## src/rtl/add_tree_pkg.sv

```systemverilog
// add_tree_pkg
// Shared constants and elaboration-time helpers for the pipelined adder tree.
//   clog2      : ceiling log2 for parameter derivation
//   levelsOf   : tree depth (also the pipeline latency) for a given operand count
//   owidthOf   : full-precision output width for a given operand width/count
//   sat_signed : clamp a sign-extended value into a signed out_w-bit range
// Optional feature macro used by the tree: ADD_TREE_SAT_EN.
package add_tree_pkg;

  localparam int MAX_NUM_IN = 16;

  // Ceiling log2 with a fixed loop bound so it stays a clean constant function
  function automatic int clog2(input int value);
    int result;
    result = 0;
    for (int i = 0; i < 31; i++) begin
      if ((1 << i) < value) result = i + 1;
    end
    return result;
  endfunction

  function automatic int levelsOf(input int numIn);
    return clog2(numIn);
  endfunction

  function automatic int owidthOf(input int width, input int numIn);
    return width + levelsOf(numIn);
  endfunction

  // A value already narrow enough passes through untouched
  function automatic logic signed [63:0] sat_signed(input logic signed [63:0] value,
                                                    input int in_w, input int out_w);
    logic signed [63:0] maxV;
    logic signed [63:0] minV;
    if (in_w <= out_w) return value;
    maxV = (64'sd1 <<< (out_w - 1)) - 64'sd1;
    minV = -maxV - 64'sd1;
    if (value > maxV) return maxV;
    if (value < minV) return minV;
    return value;
  endfunction

endpackage

```

## src/rtl/add_tree_stage.sv

```systemverilog
// add_tree_stage
// One level of the adder tree: N_PAIRS sign-extended pairwise adds feeding a
// registered valid/data/tlast slot with bubble-collapsing flow control.
// Ports:
//   clk, reset  : clock, asynchronous active-high reset
//   i_valid     : upstream slot holds a beat
//   i_data      : 2*N_PAIRS operands of IN_W bits, pair p at operands 2p and 2p+1
//   i_last      : upstream tlast
//   i_downEn    : downstream slot can take a beat this cycle
//   o_en        : this slot can take a beat this cycle (feeds the upstream enable)
//   o_valid     : this slot holds a beat
//   o_data      : N_PAIRS partial sums of IN_W+1 bits
//   o_last      : tlast travelling with this slot
module add_tree_stage
  import add_tree_pkg::*;
#(
  parameter int IN_W    = 16,
  parameter int N_PAIRS = 2
) (
  input  logic                           clk,
  input  logic                           reset,
  input  logic                           i_valid,
  input  logic [2*N_PAIRS*IN_W-1:0]      i_data,
  input  logic                           i_last,
  input  logic                           i_downEn,
  output logic                           o_en,
  output logic                           o_valid,
  output logic [N_PAIRS*(IN_W+1)-1:0]    o_data,
  output logic                           o_last
);

  localparam int OUT_W = IN_W + 1;

  logic [N_PAIRS*OUT_W-1:0] w_sum;
  logic [N_PAIRS*OUT_W-1:0] r_data;
  logic                     r_valid;
  logic                     r_last;

  // One extra bit per add means the partial sum can never wrap
  for (genvar p = 0; p < N_PAIRS; p++) begin : g_pair
    logic [IN_W-1:0] w_a;
    logic [IN_W-1:0] w_b;
    assign w_a = i_data[(2*p)*IN_W +: IN_W];
    assign w_b = i_data[(2*p+1)*IN_W +: IN_W];
    assign w_sum[p*OUT_W +: OUT_W] = {w_a[IN_W-1], w_a} + {w_b[IN_W-1], w_b};
  end

  // An empty slot always accepts; a full one accepts only while it drains
  assign o_en = ~r_valid | i_downEn;

  // Data only loads with a real beat so a bubble leaves the old value in place
  always_ff @(posedge clk or posedge reset) begin
    if (reset) begin
      r_valid <= 1'b0;
      r_data  <= '0;
      r_last  <= 1'b0;
    end else if (o_en) begin
      r_valid <= i_valid;
      if (i_valid) begin
        r_data <= w_sum;
        r_last <= i_last;
      end
    end
  end

  assign o_valid = r_valid;
  assign o_data  = r_data;
  assign o_last  = r_last;

endmodule

```

## src/rtl/add_tree_pipe.sv

```systemverilog
// add_tree_pipe
// Pipelined NUM_IN-input signed adder tree with a valid/ready stream on both
// sides. One register level per tree level; latency LEVELS cycles.
// Ports:
//   clk, reset  : clock, asynchronous active-high reset
//   i_tdata     : NUM_IN packed WIDTH-bit operands, operand k at [k*WIDTH +: WIDTH]
//   i_tlast     : sideband carried with the beat
//   i_tvalid    : input beat valid
//   i_tready    : tree can accept a beat
//   o_tdata     : sum (full precision, or clamped to WIDTH bits with saturation)
//   o_tlast     : delayed i_tlast
//   o_tvalid    : output beat valid
//   o_tready    : downstream accepts
//   o_overflow  : sticky clamp flag (tied 0 without saturation)
// Optional feature: define ADD_TREE_SAT_EN to clamp the result to WIDTH bits.
module add_tree_pipe
  import add_tree_pkg::*;
#(
  parameter  int WIDTH  = 16,
  parameter  int NUM_IN = 4,
  localparam int LEVELS = levelsOf(NUM_IN),
`ifdef ADD_TREE_SAT_EN
  localparam int OWIDTH = WIDTH
`else
  localparam int OWIDTH = owidthOf(WIDTH, NUM_IN)
`endif
) (
  input  logic                    clk,
  input  logic                    reset,
  input  logic [NUM_IN*WIDTH-1:0] i_tdata,
  input  logic                    i_tlast,
  input  logic                    i_tvalid,
  output logic                    i_tready,
  output logic [OWIDTH-1:0]       o_tdata,
  output logic                    o_tlast,
  output logic                    o_tvalid,
  input  logic                    o_tready,
  output logic                    o_overflow
);

  localparam int NP     = 1 << LEVELS;
  localparam int FULL_W = WIDTH + LEVELS;

  logic [NP*WIDTH-1:0] w_padded;
  logic [FULL_W-1:0]   w_lastData;

  // Missing operands of a non-power-of-2 tree enter stage 0 as zeros
  always_comb begin
    w_padded = '0;
    w_padded[NUM_IN*WIDTH-1:0] = i_tdata;
  end

  // Each level reads the previous level's slot and the next level's enable
  for (genvar s = 0; s < LEVELS; s++) begin : g_lvl
    localparam int IN_W    = WIDTH + s;
    localparam int N_PAIRS = NP >> (s + 1);

    logic [2*N_PAIRS*IN_W-1:0]   w_inData;
    logic                        w_inValid;
    logic                        w_inLast;
    logic [N_PAIRS*(IN_W+1)-1:0] w_data;
    logic                        w_valid;
    logic                        w_last;
    logic                        w_en;
    logic                        w_downEn;

    if (s == 0) begin : g_head
      assign w_inData  = w_padded;
      assign w_inValid = i_tvalid;
      assign w_inLast  = i_tlast;
    end else begin : g_body
      assign w_inData  = g_lvl[s-1].w_data;
      assign w_inValid = g_lvl[s-1].w_valid;
      assign w_inLast  = g_lvl[s-1].w_last;
    end

    if (s == LEVELS - 1) begin : g_tail
      assign w_downEn = o_tready;
    end else begin : g_mid
      assign w_downEn = g_lvl[s+1].w_en;
    end

    add_tree_stage #(
      .IN_W    (IN_W),
      .N_PAIRS (N_PAIRS)
    ) u_stage (
      .clk      (clk),
      .reset    (reset),
      .i_valid  (w_inValid),
      .i_data   (w_inData),
      .i_last   (w_inLast),
      .i_downEn (w_downEn),
      .o_en     (w_en),
      .o_valid  (w_valid),
      .o_data   (w_data),
      .o_last   (w_last)
    );
  end

  assign i_tready   = g_lvl[0].w_en;
  assign o_tvalid   = g_lvl[LEVELS-1].w_valid;
  assign o_tlast    = g_lvl[LEVELS-1].w_last;
  assign w_lastData = g_lvl[LEVELS-1].w_data;

`ifdef ADD_TREE_SAT_EN
  logic signed [63:0] w_fullExt;
  logic signed [63:0] w_satVal;
  logic               w_clamped;
  logic               r_overflow;

  // Clamp sits after the last register so the latency does not change
  assign w_fullExt = {{(64-FULL_W){w_lastData[FULL_W-1]}}, w_lastData};
  assign w_satVal  = sat_signed(w_fullExt, FULL_W, WIDTH);
  assign w_clamped = (w_satVal != w_fullExt);
  assign o_tdata   = w_satVal[WIDTH-1:0];

  // The flag only records beats that actually left the tree
  always_ff @(posedge clk or posedge reset) begin
    if (reset) begin
      r_overflow <= 1'b0;
    end else if (o_tvalid && o_tready && w_clamped) begin
      r_overflow <= 1'b1;
    end
  end

  assign o_overflow = r_overflow;
`else
  assign o_tdata    = w_lastData;
  assign o_overflow = 1'b0;
`endif

endmodule
```

## config.mk

```make
export PLATFORM = sky130hd
export DESIGN_NAME = add_tree_pipe
export DESIGN_NICKNAME = d
export VERILOG_FILES = /design/src/rtl/add_tree_pkg.sv /design/src/rtl/add_tree_stage.sv /design/src/rtl/add_tree_pipe.sv
export SDC_FILE = /design/constraint.sdc
export NUM_CORES = 1
export LEC_CHECK = 0
export CORE_ASPECT_RATIO = 2
export CORE_MARGIN = 1
export CORE_UTILIZATION = 40
export CTS_CLUSTER_SIZE = 10
export DETAILED_ROUTE_END_ITERATION = 12
export PLACE_DENSITY = 0.79
export SYNTH_ARGS = -nofsm -noshare
export SYNTH_HDL_FRONTEND = slang
export SYNTH_SLANG_ARGS = --single-unit
```

## constraint.sdc

```tcl
create_clock -name clk -period 2 [get_ports clk]
set_input_delay 0.6 -clock clk [delete_from_list [all_inputs] [get_ports clk]]
set_output_delay 0.6 -clock clk [all_outputs]
set_load 0.02 [all_outputs]
```

# Word level (Yosys, flattened, before mapping)
# Index checks and enable logic that the tools add are counted.
# totals
ff_bits,56
input_bits,69
out_inout_bits,22
elab_cells,15
# classes
add_sub_neg,3
bitwise,4
n_reduce_logical,2
# op_table
op,count
adder 16 x 16 -> 17 bit,2
adder 17 x 17 -> 18 bit,1
AND reduction 2 bit,2
NOT 1 bit,2
bitwise OR 1 bit,2

# Logic depth before layout (Yosys ltp)
# depth
depth_word,4
depth_mapped,10
depth_no_buf,10

# Hierarchy
# Synthesis repeated with hierarchy kept, for this count alone.
# unflattened
cells_unflattened,499
area_unflattened_um2,4304.1
# modules_own_cells
mod,instances,cells_per_inst,area_per_inst_um2,seq_area_each_um2
add_tree_stage at g_lvl[0].u_stage,1,306,2697.6,900.9
add_tree_stage at g_lvl[1].u_stage,1,191,1595.3,500.5
add_tree_pipe,1,2,11.3,0.0

# Worst setup path before layout
# Ideal clock, no wire load.
# synth_path
path_kind,input -> register
from,in i_tdata[0]
to,reg g_lvl[0].u_stage.r_data[14]
setup_time_ns,0.130
arrival_ns,2.378
required_time_ns,1.870
path_slack_ns,-0.508
cell_stages,9
n_path_buf,0
cell_sequence,ha_1 fa_1 a211oi_1 nor2_1 o311ai_1 a21oi_1 a31oi_1 xor2_1 o21ai_1
# synth_via
elab_chain_cells,1
# synth_lines
element,line_no,rtl
from (decl),add_tree_pipe.sv:30,"input logic [NUM_IN*WIDTH-1:0] i_tdata,"
adder 16 x 16 -> 17 bit,add_tree_stage.sv:45,"assign w_sum[p*OUT_W +: OUT_W] = {w_a[IN_W-1], w_a} + {w_b[IN_W-1], w_b};"
to (signal assigned),add_tree_stage.sv:60,r_data <= w_sum;
to (decl),add_tree_stage.sv:35,logic [N_PAIRS*OUT_W-1:0] r_data;
# No other way between the ends.
# A chain may end at the register's enable or synchronous reset.

# Worst setup path in the final report
# layout_path
from,in i_tdata[16]
to,reg g_lvl[0].u_stage.r_data[14]
# Same word-level chain as after synthesis.

==> results.cfg <==
[floorplan]
dieArea_mm2 = 0.0108
die_w_um = 73.9
core_area_mm2 = 0.0101
ios = 91
std_cell_rows = 52
start_util_pct = 41.0
chipHeight_um = 146

[placement]
hpwlAfterDp_mm = 8.40
routabilityCongestion = 0.828
dp_slack_ns = -1.11
placement.io_buffers = 89

[run]
maxCapViolCount = 0

[sta]
rsz0062_at_grt = yes
min_period_ns = 2.26
fin_crit_sh_pct = 113
setup_ws_ns = -0.262
drv_slew = 0
fin_hold_ws_ns = 0.479
setup_tns_ns = -3.06
fmax_ghz = 0.442
finClkSkew_ns = 0.00863
finalSetupViolations = 26
hold_viol = 0

[clocking]
worst_setup_hold_path_clk_slew_ns = 0.08
cts_inserted_buffers = 5
cts-root-buf = clkbuf_16
postCtsHoldBufs = 0
cts.sinks = 56
worst_skew_pair.late_latency_ns = 0.30
h-tree-depth = 2
clockBufferDepth = 2
cts_tree = built

[grt]
grt_pass1_wl_mm = 19.6
overflow = 0
grt_usage_pct = 23.1
grt_antenna_before_repair = 0
grt_pass1_vias = 4365
grt_max_degree = 57

[synthesis]
syn-num-nets = 576
synth_cells = 455
yosysWarnings = 0
yosysTopAreaCell = dfrtp_1
synth_edf_count = 0
synth-seq-area-share_pct = 33.9
ys_types = 56
synthFlopType = dfrtp_1
ys_async_sr_fraction_pct = 100
post_synth.cell_area_avg_um2 = 9.08
yosys_register_bits = 56
synth_top_cell_area_share_pct = 33.9
syn-cell-area_mm2 = 0.00413
netlist_top_cells_area = dfrtp_1 (34%), ha_1 (15%), nand2_1 (6.3%)

[final_layout]
finish.utilization_pct = 67.6
area_growth_pct = 64.9
final_cell_mix = buf_4 (101), nand2_1 (66), dfrtp_1 (56)
diodes = 0
final_common_cell = buf_4
fin_nets = 772
drive_above_1_share_pct = 38.3

[outcome]
violations = negative setup slack
status = finished with violations

[detailed_routing]
drcViolationCount = 0
viasPerCell = 5.41
routed_wl_mm = 12.9
drtAntennaViolNets = 0
vias = 4259
wire_per_inst_um = 16.4
dr.pass1.iters = 4
drt_iter0_markers = 197

[setup_path]
endpoint_kind = flop
cp_max_fo = 2
arrival_ns = 2.46
path_class = in -> reg
worstReg2RegStart = g_lvl[0].u_stage.o_data[0]
critical_path.startpoint = i_tdata[16]
required_ns = 2.19
crit_path_start_kind = input port
rrSetupSlack_ns = -0.18

[min_path]
holdCritStartpoint = g_lvl[1].u_stage.o_data[9]
holdCritPathClass = reg -> reg

[power_and_ir_drop]
power_density_mw_per_mm2 = 894
vdd_ir_drop_max_uv = 518
leakagePower_nw = 3.05
[logic make-up (layout without fill, tap and decap cells)]
family                     after synthesis  count (layout)  share of synthesized area [%]
AOI/OAI and AO/OA                      156             156                           24.6
and+or+nand+nor                        122             122                           13.4
DFF                                     56              56                           33.9
adders and majority gates               52              52                           16.3
xor gates and xnor gates                36              36                           7.63
buffers and inverters                   26             223                           2.51
muxes                                    6               6                           1.60
other                                    1               1                         0.0907
[stage by stage]
step / area [um2] / cells / power (mW)
floorplan: 4310 / 455 / 3.42
global placement: 5970 / 750 / 4.50
detailed placement: 5970 / 750 / 4.63
CTS: 6550 / 777 / 5.78
global route: 6810 / 787 / 6.46
finish: 6810 / 787 / 6.09
[per-layer routing]
layer / track usage [%] / routed length [um] / vias up
met2: 43.9 / 7500 / 148
met1: 23.8 / 4430 / 2036
li1: - / - / 2020
met5: 0 / 0 / -
met3: 1.80 / 341 / 55
met4: 11.7 / 649 / 0
[state kept, by name, indices dropped and copies added (netlist names)]
name,flops
g_lvl.u_stage.o_valid,2
g_lvl.u_stage.o_last,2
g_lvl.u_stage.o_data,52
[repair_timing]
action,4_1_cts,5_1_grt
resized for setup,173,55
pin swaps,85,63
setup endpoints to repair,37,29
setup buffers,19,11
cloned,0,0
[power by group]
group,total (mW),leakage [nW],internal [mW],switching [mW]
Sequential,1.69,0.682,1.47,0.217
Clock,0.889,0.0742,0.470,0.419
Combinational,3.52,2.29,1.78,1.73
[synth_stat cells, drive strengths merged, types with 2 or more instances]
cell type,n
a2111oi,4
a211o,2
a211oi,8
a21boi,2
a21o,14
a21oi,38
a31oi,7
and3,3
buf,3
clkbuf,10
dfrtp,56
fa,3
ha,49
inv,13
mux2,5
nand2,70
nand2b,6
nand3,8
nand3b,2
nand4,2
nor2,14
nor2b,4
nor3,7
nor3b,2
o211ai,3
o21a,3
o21ai,59
o21bai,2
o22ai,2
o31ai,4
xnor2,14
xor2,22
[worst max-delay path: stages]
cell	delay (ns)
buf_6	0.10
ha_4	0.16
fa_2	0.35
a211oi_2	0.22
nor2_2	0.10
o311ai_2	0.23
buf_4	0.18
a21oi_4	0.06
a31oi_1	0.19
xor2_1	0.19
o21ai_1	0.07
[cell type report]
cell class	instances	area [um2]
clock inverters	3	22.5
inverters	13	51.3
repair buffers	202	1740
fillers	700	3270
clock buffers	5	125
flip-flops and latches	56	1400
multi-input cells	373	3300
well taps	135	169
[path summary, 6_finish.rpt]
path	end	depth (start not counted)
min in group asynchronous	g_lvl[0].u_stage.o_data[0]	3
hold / removal	g_lvl[1].u_stage.o_data[9]	2
hold reg to reg	g_lvl[1].u_stage.o_data[9]	2
max in group asynchronous	g_lvl[1].u_stage.o_data[16]	3
setup reg to reg	g_lvl[1].u_stage.o_data[12]	10
setup / recovery	g_lvl[0].u_stage.o_data[14]	11
(Power assumes the default switching activity.)
